### config.mk
export PLATFORM = sky130hd
export DESIGN_NAME = tc_device_flat
export DESIGN_NICKNAME = d
export VERILOG_FILES = /design/src/rtl/tc_device_if.sv /design/src/rtl/tc_device.sv /design/src/flat_wrapper.sv
export SDC_FILE = /design/constraint.sdc
export NUM_CORES = 1
export LEC_CHECK = 0
export CORE_ASPECT_RATIO = 2
export CORE_MARGIN = 4
export CORE_UTILIZATION = 50
export CTS_CLUSTER_SIZE = 30
export DETAILED_ROUTE_END_ITERATION = 8
export HOLD_SLACK_MARGIN = 0.12
export PLACE_DENSITY = 0.92
export SYNTH_ARGS = -nofsm -noshare
export SYNTH_HDL_FRONTEND = slang
export SYNTH_SLANG_ARGS = --single-unit
### constraint.sdc
create_clock -name clk -period 2.7 [get_ports clk]
set_input_delay 0.54 -clock clk [delete_from_list [all_inputs] [get_ports clk]]
set_output_delay 0.54 -clock clk [all_outputs]
set_load 0.02 [all_outputs]
### src/rtl/tc_device_if.sv
// Data-memory bus between the memory stage (master) and a timer/counter responder (slave).
interface tc_device_if;
  logic [31:0] addr;
  logic [3:0]  byteen;
  logic [31:0] wdata;
  logic [31:0] rdata;
  logic        irq;

  modport master (output addr, byteen, wdata, input rdata, irq);
  modport slave  (input addr, byteen, wdata, output rdata, irq);
endinterface

### src/rtl/tc_device.sv
// Memory-mapped timer/counter: CTRL/PRESET/COUNT in a 16-byte window, maskable interrupt
// to CP0 HWInt, one-shot and periodic modes.
module tc_device #(
  parameter logic [31:0] BASE = 32'h0000_7F00
) (
  input  logic        clk,
  input  logic        reset,
  tc_device_if.slave  bus
);

  typedef enum logic [1:0] {IDLE, LOAD, CNT, INT} state_t;

  localparam logic [1:0] OFF_CTRL      = 2'd0;
  localparam logic [1:0] OFF_PRESET    = 2'd1;
  localparam logic [1:0] OFF_COUNT     = 2'd2;
  localparam logic [1:0] MODE_PERIODIC = 2'b01;

  state_t      state, state_next;
  logic [3:0]  ctrl;
  logic [31:0] preset;
  logic [31:0] count;
  logic        irq_r;

  logic hit, we, we_ctrl, we_preset;
  logic load_count, dec_count, expire, irq_clear, en_clear;
  logic unused_addr_bits;

  assign hit       = (bus.addr[31:4] == BASE[31:4]);
  assign we        = hit && (bus.byteen == 4'b1111);
  assign we_ctrl   = we && (bus.addr[3:2] == OFF_CTRL);
  assign we_preset = we && (bus.addr[3:2] == OFF_PRESET);
  assign unused_addr_bits = ^bus.addr[1:0];

  always_ff @(posedge clk) begin
    if (reset) state <= IDLE;
    else       state <= state_next;
  end

  // EN is sampled from the live CTRL register, so a CTRL write never forces a state change.
  always_comb begin
    state_next = state;
    load_count = 1'b0;
    dec_count  = 1'b0;
    expire     = 1'b0;
    irq_clear  = 1'b0;
    en_clear   = 1'b0;
    case (state)
      IDLE: if (ctrl[0]) state_next = LOAD;
      LOAD: begin
        load_count = 1'b1;
        state_next = CNT;
      end
      CNT: begin
        if (!ctrl[0]) begin
          state_next = IDLE;
        end else if (count > 32'd1) begin
          dec_count = 1'b1;
        end else begin
          expire     = 1'b1;
          state_next = INT;
        end
      end
      INT: begin
        if (ctrl[2:1] == MODE_PERIODIC) irq_clear = 1'b1;
        else                            en_clear  = 1'b1;
        state_next = IDLE;
      end
      default: state_next = IDLE;
    endcase
  end

  // A CTRL write outranks every FSM-driven update of EN and irq_r.
  always_ff @(posedge clk) begin
    if (reset) begin
      ctrl   <= 4'd0;
      preset <= 32'd0;
      count  <= 32'd0;
      irq_r  <= 1'b0;
    end else begin
      if (we_ctrl)       ctrl    <= bus.wdata[3:0];
      else if (en_clear) ctrl[0] <= 1'b0;

      if (we_preset) preset <= bus.wdata;

      if (load_count)     count <= preset;
      else if (dec_count) count <= count - 32'd1;
      else if (expire)    count <= 32'd0;

      if (we_ctrl)        irq_r <= 1'b0;
      else if (expire)    irq_r <= 1'b1;
      else if (irq_clear) irq_r <= 1'b0;
    end
  end

  always_comb begin
    bus.rdata = 32'd0;
    if (hit) begin
      case (bus.addr[3:2])
        OFF_CTRL:   bus.rdata = {28'd0, ctrl};
        OFF_PRESET: bus.rdata = preset;
        OFF_COUNT:  bus.rdata = count;
        default:    bus.rdata = 32'd0;
      endcase
    end
  end

  assign bus.irq = irq_r & ctrl[3];

endmodule

### src/flat_wrapper.sv
// flat-port wrapper written by rule: the top's interface ports become plain ports
module tc_device_flat 
#(
  parameter logic [31:0] BASE = 32'h0000_7F00
)
  (clk, reset, bus_addr, bus_byteen, bus_wdata, bus_rdata, bus_irq);
  tc_device_if bus_i ();
  input  logic clk;
  input  logic reset;
  input wire logic [$bits(bus_i.addr)-1:0] bus_addr;
  input wire logic [$bits(bus_i.byteen)-1:0] bus_byteen;
  input wire logic [$bits(bus_i.wdata)-1:0] bus_wdata;
  output wire logic [$bits(bus_i.rdata)-1:0] bus_rdata;
  output wire logic [$bits(bus_i.irq)-1:0] bus_irq;
  assign bus_i.addr = bus_addr;
  assign bus_i.byteen = bus_byteen;
  assign bus_i.wdata = bus_wdata;
  assign bus_rdata = bus_i.rdata;
  assign bus_irq = bus_i.irq;
  tc_device #(.BASE(BASE)) u_core (.clk(clk), .reset(reset), .bus(bus_i));
endmodule
==> results of run 1 <==
stage by stage:
step / hold slack (ns) / cell area, um2 / cells / setup TNS (ns)
3_5_place_dp: 0.4845 / 5269 / 685 / -17.23
6_report: 0.4986 / 5705 / 706 / 0
2_1_floorplan: 0.4412 / 4118 / 508 / 0
5_1_grt: 0.5230 / 5705 / 706 / -1.691
3_3_place_gp: 0.4574 / 5269 / 685 / -15.39
4_1_cts: 0.5012 / 5590 / 704 / -0.05275
repair_timing:
action	4_1_cts	5_1_grt
buffers inserted	4	1
hold endpoints to repair	0	0
resized for setup	168	23
gates cloned	0	1
pin swaps	4	6
endpoints found under the setup margin	32	65
cell families after synthesis:
| logic type | count (synthesis) |
|---|---|
| and+or+nand+nor | 216 |
| AOI/OAI and AO/OA | 112 |
| DFF | 71 |
| buffers and inverters | 51 |
| muxes | 40 |
| xor gates and xnor gates | 16 |
| adders and majority gates | 2 |
synthesized netlist by cell type, types with 8 or more instances:
master    instances
o21ai_0           9
dfxtp_1          71
nor2_1           90
mux2i_1          40
nand4_1          10
clkbuf_1         31
nand3_1          18
inv_1             8
nor4_1           15
xnor2_1          10
a21oi_1          24
a22oi_1          38
nand2_1          26
a31oi_1          13
nor3_1           10
flip-flops by register name, summed over array words and instances (netlist names):
register,count
u_core.count,32
u_core.state,2
u_core.ctrl,4
u_core.irq_r,1
u_core.preset,32
power by group through the flow:
| stage | Clock, mW | Combinational (mW) | Sequential [mW] |
|---|---|---|---|
| floorplan | 0 | 0.0403 | 1.07 |
| global placement | 0 | 0.154 | 1.07 |
| detailed placement | 0 | 0.157 | 1.07 |
| CTS | 1.39 | 0.160 | 1.05 |
| global route | 1.43 | 0.173 | 1.05 |
| finish | 1.39 | 0.165 | 1.05 |
placed cells by master, fill, tap and decap left out, types with 3 or more instances in the layout:
master / instances
buf_12: 5
nand4_1: 10
mux2i_1: 39
nor3_1: 10
inv_1: 8
nor2_1: 88
nor4_1: 12
o21ai_0: 9
o22ai_1: 7
nor4b_2: 3
xnor2_1: 10
a21oi_1: 24
buf_4: 54
clkbuf_16: 10
nand3_1: 18
nand2b_1: 6
nor2b_2: 3
xor2_1: 6
nor4_2: 6
or4_1: 6
o211ai_1: 3
a31oi_1: 13
o31a_1: 3
and3_1: 5
dlymetal6s2s_1: 14
dfxtp_1: 71
a22oi_1: 38
nand2_1: 26
bufinv_16: 3
clkdlybuf4s50_1: 51
worst max path at each step:
stage | startpoint | endpoint | slack (ns) | depth (start not counted)
floorplan | bus_addr[2] | bus_rdata[11] | 0.19 | 6
global placement | bus_addr[11] | bus_rdata[16] | -0.51 | 7
detailed placement | bus_addr[28] | bus_rdata[13] | -0.57 | 7
CTS | bus_addr[30] | u_core.preset[8] | -0.02 | 12
global route | bus_addr[10] | bus_rdata[16] | -0.07 | 7
finish | bus_addr[10] | bus_rdata[16] | 0.008 | 7
worst min-delay path, cell delays in order (launching register included):
cell and delay, ns:
dfxtp_1 0.32, nand2_1 0.06, a31oi_1 0.06
cell type report:
class	count	area (um2)	area share [%]
clock buffer	12	256.5	4.496
clock inverter	3	90.09	1.579
inverter	8	30.03	0.5263
multi-input combinational	386	2525	44.25
sequential	71	1421	24.91
tap	96	120.1	2.105
timing repair buffer	130	1262	22.13
routing by layer:
metal	share of wire, %	vias to the layer above
li1	-	2063
met1	34	2138
met2	56	240
met3	6.0	61
met4	4.8	0
met5	0	-
==> key figures, run 1 <==
Place
  – Gpl congestion: 0.9259
  – Pre-CTS setup slack: -0.5692 ns
  – Post-detail-place hpwl: roughly 9300 um
  – Port-buffer cells: 100

Pwr
  – Total power draw: about 2.6 mW
  – Switching power: between 0.5 and 0.6 mW
  – PD cells: 455.8 mW/mm2
  – Combinational Power Share: 6.3%
  – Internal: 2.096 mW
  – VDD IR max: about 0.56 mV
  – Sw frac: 19.41%
  – Leakage: around 2.2 nW
  – Clock share of power: between 50% and 60%
  – Register share of total power: 40.3%

STA
  – Fmax: 371.4 MHz
  – Max-slew violations: 0
  – Unrepaired setup endpoints after global routing: yes
  – Minimum clock period: 2.692 ns
  – Slew @ Worst Pin: 0.7803 ns
  – Clk_skew: 0.006464 ns
  – Final setup vio count: 0
  – Final Hold Viols: 0
  – Setup ws final: about 0.0077 ns
  – Fin crit share: 99.72%
  – Worst slew margin: 47.98%

Yosys
  – Netlist cell types: 58
  – Synth area leaders: dfxtp_1, mux2i_1, nor2_1, a22oi_1, a21oi_1
  – Ys async rst share: 0%
  – Synth top area share: 34.52%
  – Yosys reg bits: 71
  – Post-Syn Instances: 508
  – Synth Area in Simple Gates: 27.29%
  – Main synth FF type: dfxtp_1
  – Post-synth EDFFs: 0
  – Post-synth top area cell: dfxtp_1
  – Largest family of logic cells by synthesized area: simple AND/OR/NAND/NOR gates
  – Syn avg cell area: 8.106 um2
  – Register area share after synthesis: 34.52%
  – Mux cell area share after synthesis: 9.723%
  – Synth Area in Compound Gates: 18.29%
  – Mapped Nets: slightly below 600
  – Netlist area before placement: approximately 0.004 mm2
  – Post-Synth XOR/XNOR Area: 3.403%
  – Post-Synth Adder-Cell Area: 0.6077%
  – Synthesis warning total: 0

Critical path
  – Startpoint types: input port
  – Crit Reg-Reg Startpoint: u_core.count[1]
  – Critical path class: input port to primary output
  – Worst path arrival time: 2.15 ns
  – Crit path max-delay family: simple AND/OR/NAND/NOR gates
  – Slowest CP cell: clkdlybuf4s50_1
  – Crit path required time: 2.16 ns
  – CP Buf/Inv Count: 3
  – Slowest Stage Delay on Critical Path: 0.45 ns
  – Largest fanout on the critical path: 32
  – Crit-path cells: clkdlybuf4s50_1 > nor4bb_2 > nand3_1 > or2_4 > buf_12 > nor2_1 > buf_4
  – Crit end category: primary output
  – FF-to-FF path depth: 7
  – R2r endpoint: u_core.count[30]
  – R2r setup slk: 0.30 ns

Die
  – Core area: 0.008000 mm2
  – Io pins: 103
  – Cell row count: 46
  – Die area: 0.009840 mm2
  – Die width: 72.17 um
  – Initial core utilization: 51.47%
  – DIE HEIGHT: 136.3 um

Clocking
  – Clock tree root driver cell: clkbuf_16
  – CTS Sinks: 71
  – # hold bufs at CTS: 0
  – Clock-pin slew on the worst setup and hold paths: 0.05 ns
  – CTS tree: built
  – CTS max path bufs: 2
  – CTS Buf Count: 9
  – Clock insertion delay at the later pin of the skew report: 0.35 ns
  – H-Tree Level Count: 3

GRT
  – Total gr overflow: 0
  – Routing usage on met1: 29.28%
  – Total Routing Usage GR: between 20% and 30%
  – GRT met3 Usage: under 10%
  – Grt peak-use layer: met2
  – Met2 GRT Util: 50.56%
  – Pin count of the biggest net entering global routing: 37
  – Vias in the first global route: approximately 4500
  – Initial antenna violation count: 0
  – First-pass GRT wire length: 21630 um

Worst hold path
  – Hold Path End: u_core.count[29]
  – HP Class: flop to flop
  – Worst Hold Launch: u_core.preset[29]
  – WHS Path Cells: 2

Routing
  – Via count of the routed design: 4502
  – DR pass1 iterations: 5
  – Drc violations: 0
  – WL/cell: about 20 um
  – DRT iter0 DRCs: 532
  – Final antenna-violating net count: 0
  – Via/cell ratio: 6.377
  – WL final: 13850 um

Final layout
  – Net count, final: about 680
  – N_diodes: 0
  – Share of cells above drive strength 1: 17.05%
  – Fillers: 577
  – Final core occ: slightly above 70%
  – Area growth from synthesis to layout: 38.56%

Run status
  – Outcome: complete, no violations

Flow run
  – Max-Cap Viols: 0
Note: power is estimated with default switching activity, not from simulation.
==> run 2, diff against run 1 <==
CAP_MARGIN = 20   (was not set)
HOLD_SLACK_MARGIN = 0.08   (was 0.12)
RECOVER_POWER = 100   (was not set)
==> run 2 against run 1 <==
Against the previous run:
- the flow now finishes with violations (negative setup slack)
- register-to-register slack lost 0.13 ns
- non-clock buffer count did not move
- fmax fell by 0.50%
- critical path depth up 5
- clock power about the same
- largest power group unchanged
==> key figures, run 2 (synthesized netlist as in run 1, its figures left out) <==
STA
  – Clk_skew: 0.004717 ns (-0.001746 ns)
  – Minimum clock period: 2.706 ns (+0.01340 ns)
  – Final setup vio count: 1 (+1)
  – Hold Slack: 0.4980 ns (-0.0005750 ns)
  – Fmax: 369.6 MHz (-0.50%)
  – Worst slew margin: 47.01% (-0.97 points)
  – Final Hold Viols: 0 (unchanged)
  – Slew @ Worst Pin: 0.7948 ns (+0.01455 ns)
  – Max-slew violations: 0 (unchanged)
  – Setup ws final: -0.005724 ns (-0.01340 ns)
  – Unrepaired setup endpoints after global routing: yes
  – Fin crit share: 100.2% (+0.50 points)
  – Final TNS setup: -0.005724 ns (-0.005724 ns)

Clocking
  – CTS Sinks: 71 (unchanged)
  – H-Tree Level Count: 3 (unchanged)
  – CTS Buf Count: 9 (unchanged)
  – Clock-pin slew on the worst setup and hold paths: 0.05 ns (about the same)
  – # hold bufs at CTS: 0 (unchanged)
  – Clock tree root driver cell: clkbuf_16
  – Clock insertion delay at the later pin of the skew report: 0.34 ns (about the same)
  – CTS max path bufs: 2 (unchanged)
  – CTS tree: built

Critical path
  – Largest fanout on the critical path: 5 (-84%)
  – Critical path class: input port to flop
  – Worst path arrival time: 2.92 ns (+0.77 ns)
  – Crit Reg-Reg Startpoint: u_core.count[26]
  – Crit path required time: 2.92 ns (+0.76 ns)
  – FF-to-FF path depth: 6 (-1)
  – R2r setup slk: 0.17 ns (-0.13 ns)
  – Crit end category: flop
  – R2r endpoint: u_core.count[27]
  – Startpoint types: input port

Routing
  – Via count of the routed design: 4471 (-0.69%)
  – Via/cell ratio: 6.333 (-0.69%)
  – Final antenna-violating net count: 0 (unchanged)
  – WL final: 13880 um (+0.23%)
  – DR pass1 iterations: 6 (+1)
  – WL/cell: 19.67 um (+0.23%)
  – DRT iter0 DRCs: 556 (+4.5%)
  – Drc violations: 0 (unchanged)

Die
  – Cell row count: 46 (unchanged)
  – Core area: 0.008000 mm2 (unchanged)
  – DIE HEIGHT: 136.3 um (unchanged)
  – Die area: 0.009840 mm2 (unchanged)
  – Io pins: 103 (unchanged)
  – Die width: 72.17 um (unchanged)
  – Initial core utilization: 51.47% (unchanged)

Final layout
  – Fillers: 593 (+2.8%)
  – Share of cells above drive strength 1: 16.07% (-0.98 points)
  – Area growth from synthesis to layout: 36.62%
  – Net count, final: 678 (unchanged)
  – N_diodes: 0 (unchanged)
  – Most frequent cells in the layout: nor2_1, dfxtp_1, clkdlybuf4s50_1
  – Sequential Area: 0.001421 mm2 (unchanged)
  – Largest registers: u_core.count: 32 flops, u_core.preset: 32 flops, u_core.ctrl: 4 flops
  – Commonest non-fill, non-tap cell in the layout: nor2_1
  – Multi-input logic area: 0.002507 mm2 (-0.69%)
  – Final instance area: 0.005625 mm2 (-1.4%)

Place
  – Pre-CTS setup slack: -0.5692 ns (unchanged)
  – Area after DPL: 0.005269 mm2 (unchanged)
  – Port-buffer cells: 100 (unchanged)
  – Post-detail-place hpwl: 9349 um (unchanged)
  – Gpl congestion: 0.9259 (unchanged)

GRT
  – Initial antenna violation count: 0 (unchanged)
  – First-pass GRT wire length: 21630 um (unchanged)
  – Vias in the first global route: 4481 (unchanged)
  – Total Routing Usage GR: 28.24% (unchanged)
  – Total gr overflow: 0 (unchanged)
  – Pin count of the biggest net entering global routing: 37 (unchanged)

Pwr
  – PD cells: 462.1 mW/mm2 (+1.4%)
  – Leakage: 2.133 nW (-1.4%)
  – VDD IR max: 0.5622 mV (-0.36%)

Worst hold path
  – Worst Hold Launch: u_core.preset[29]
  – WHS Path Cells: 2 (unchanged)
  – HP Class: flop to flop
  – Hold Path End: u_core.count[29]

Flow run
  – Max-Cap Viols: 0 (unchanged)

Run status
  – Violated checks: negative setup slack
  – Outcome: finished with violations
run 2: cell type report:
cell class | instances | area share [%]
multi-input cells | 386 | 44.57
repair buffers | 130 | 21.33
clock inverters | 3 | 1.601
inverters | 8 | 0.5338
flip-flops and latches | 71 | 25.27
clock buffers | 12 | 4.560
well taps | 96 | 2.135
run 2: how the worst max path moves through the flow:
stage / startpoint / endpoint / slack (ns) / cells past startpoint
4_1_cts: bus_addr[30] / u_core.preset[8] / -0.02 / 12
2_1_floorplan: bus_addr[2] / bus_rdata[11] / 0.19 / 6
3_5_place_dp: bus_addr[28] / bus_rdata[13] / -0.57 / 7
5_1_grt: bus_addr[25] / u_core.ctrl[0] / -0.14 / 12
3_3_place_gp: bus_addr[11] / bus_rdata[16] / -0.51 / 7
6_report: bus_addr[25] / u_core.ctrl[0] / -0.006 / 12
run 2: stage by stage:
stage	util [%]	instances	power, mW
after floorplan	-	508	1.111
after global placement	65.86	685	1.225
after detailed placement	65.86	685	1.228
after CTS	69.88	704	2.600
after global routing	70.32	706	2.646
final	70.32	706	2.599
run 2: critical path: stages:
cell,delay [ns]
dlygate4sd2_1,0.26
nor4_2,0.31
nand4_1,0.17
buf_4,0.17
clkbuf_4,0.12
clkbuf_4,0.12
clkbuf_4,0.12
clkbuf_2,0.13
nor4b_2,0.29
clkbuf_1,0.36
mux2i_1,0.27
nor2_1,0.06
run 2: timing repair:
action / CTS / global route
resized for setup: 168 / 23
buffers inserted: 4 / 1
setup endpoints to repair: 32 / 65
pin swaps: 4 / 6
cloned: 0 / 1
run 2: layer usage:
layer	wire length [um]	up-vias	part of all wire, %	track usage, %
met5	0	-	0	0
met1	4750	2114	34	29.28
met4	574	0	4.1	17.26
li1	-	2066	-	-
met2	7740	235	56	50.56
met3	819	56	5.9	5.551
run 2: where the power goes:
| group | switching [mW] | internal, mW | total (mW) |
|---|---|---|---|
| Combinational | 0.0646 | 0.101 | 0.165 |
| Clock | 0.439 | 0.947 | 1.39 |
| Sequential | 0.0000000000490 | 1.05 | 1.05 |
| Total | 0.503 | 2.10 | 2.60 |
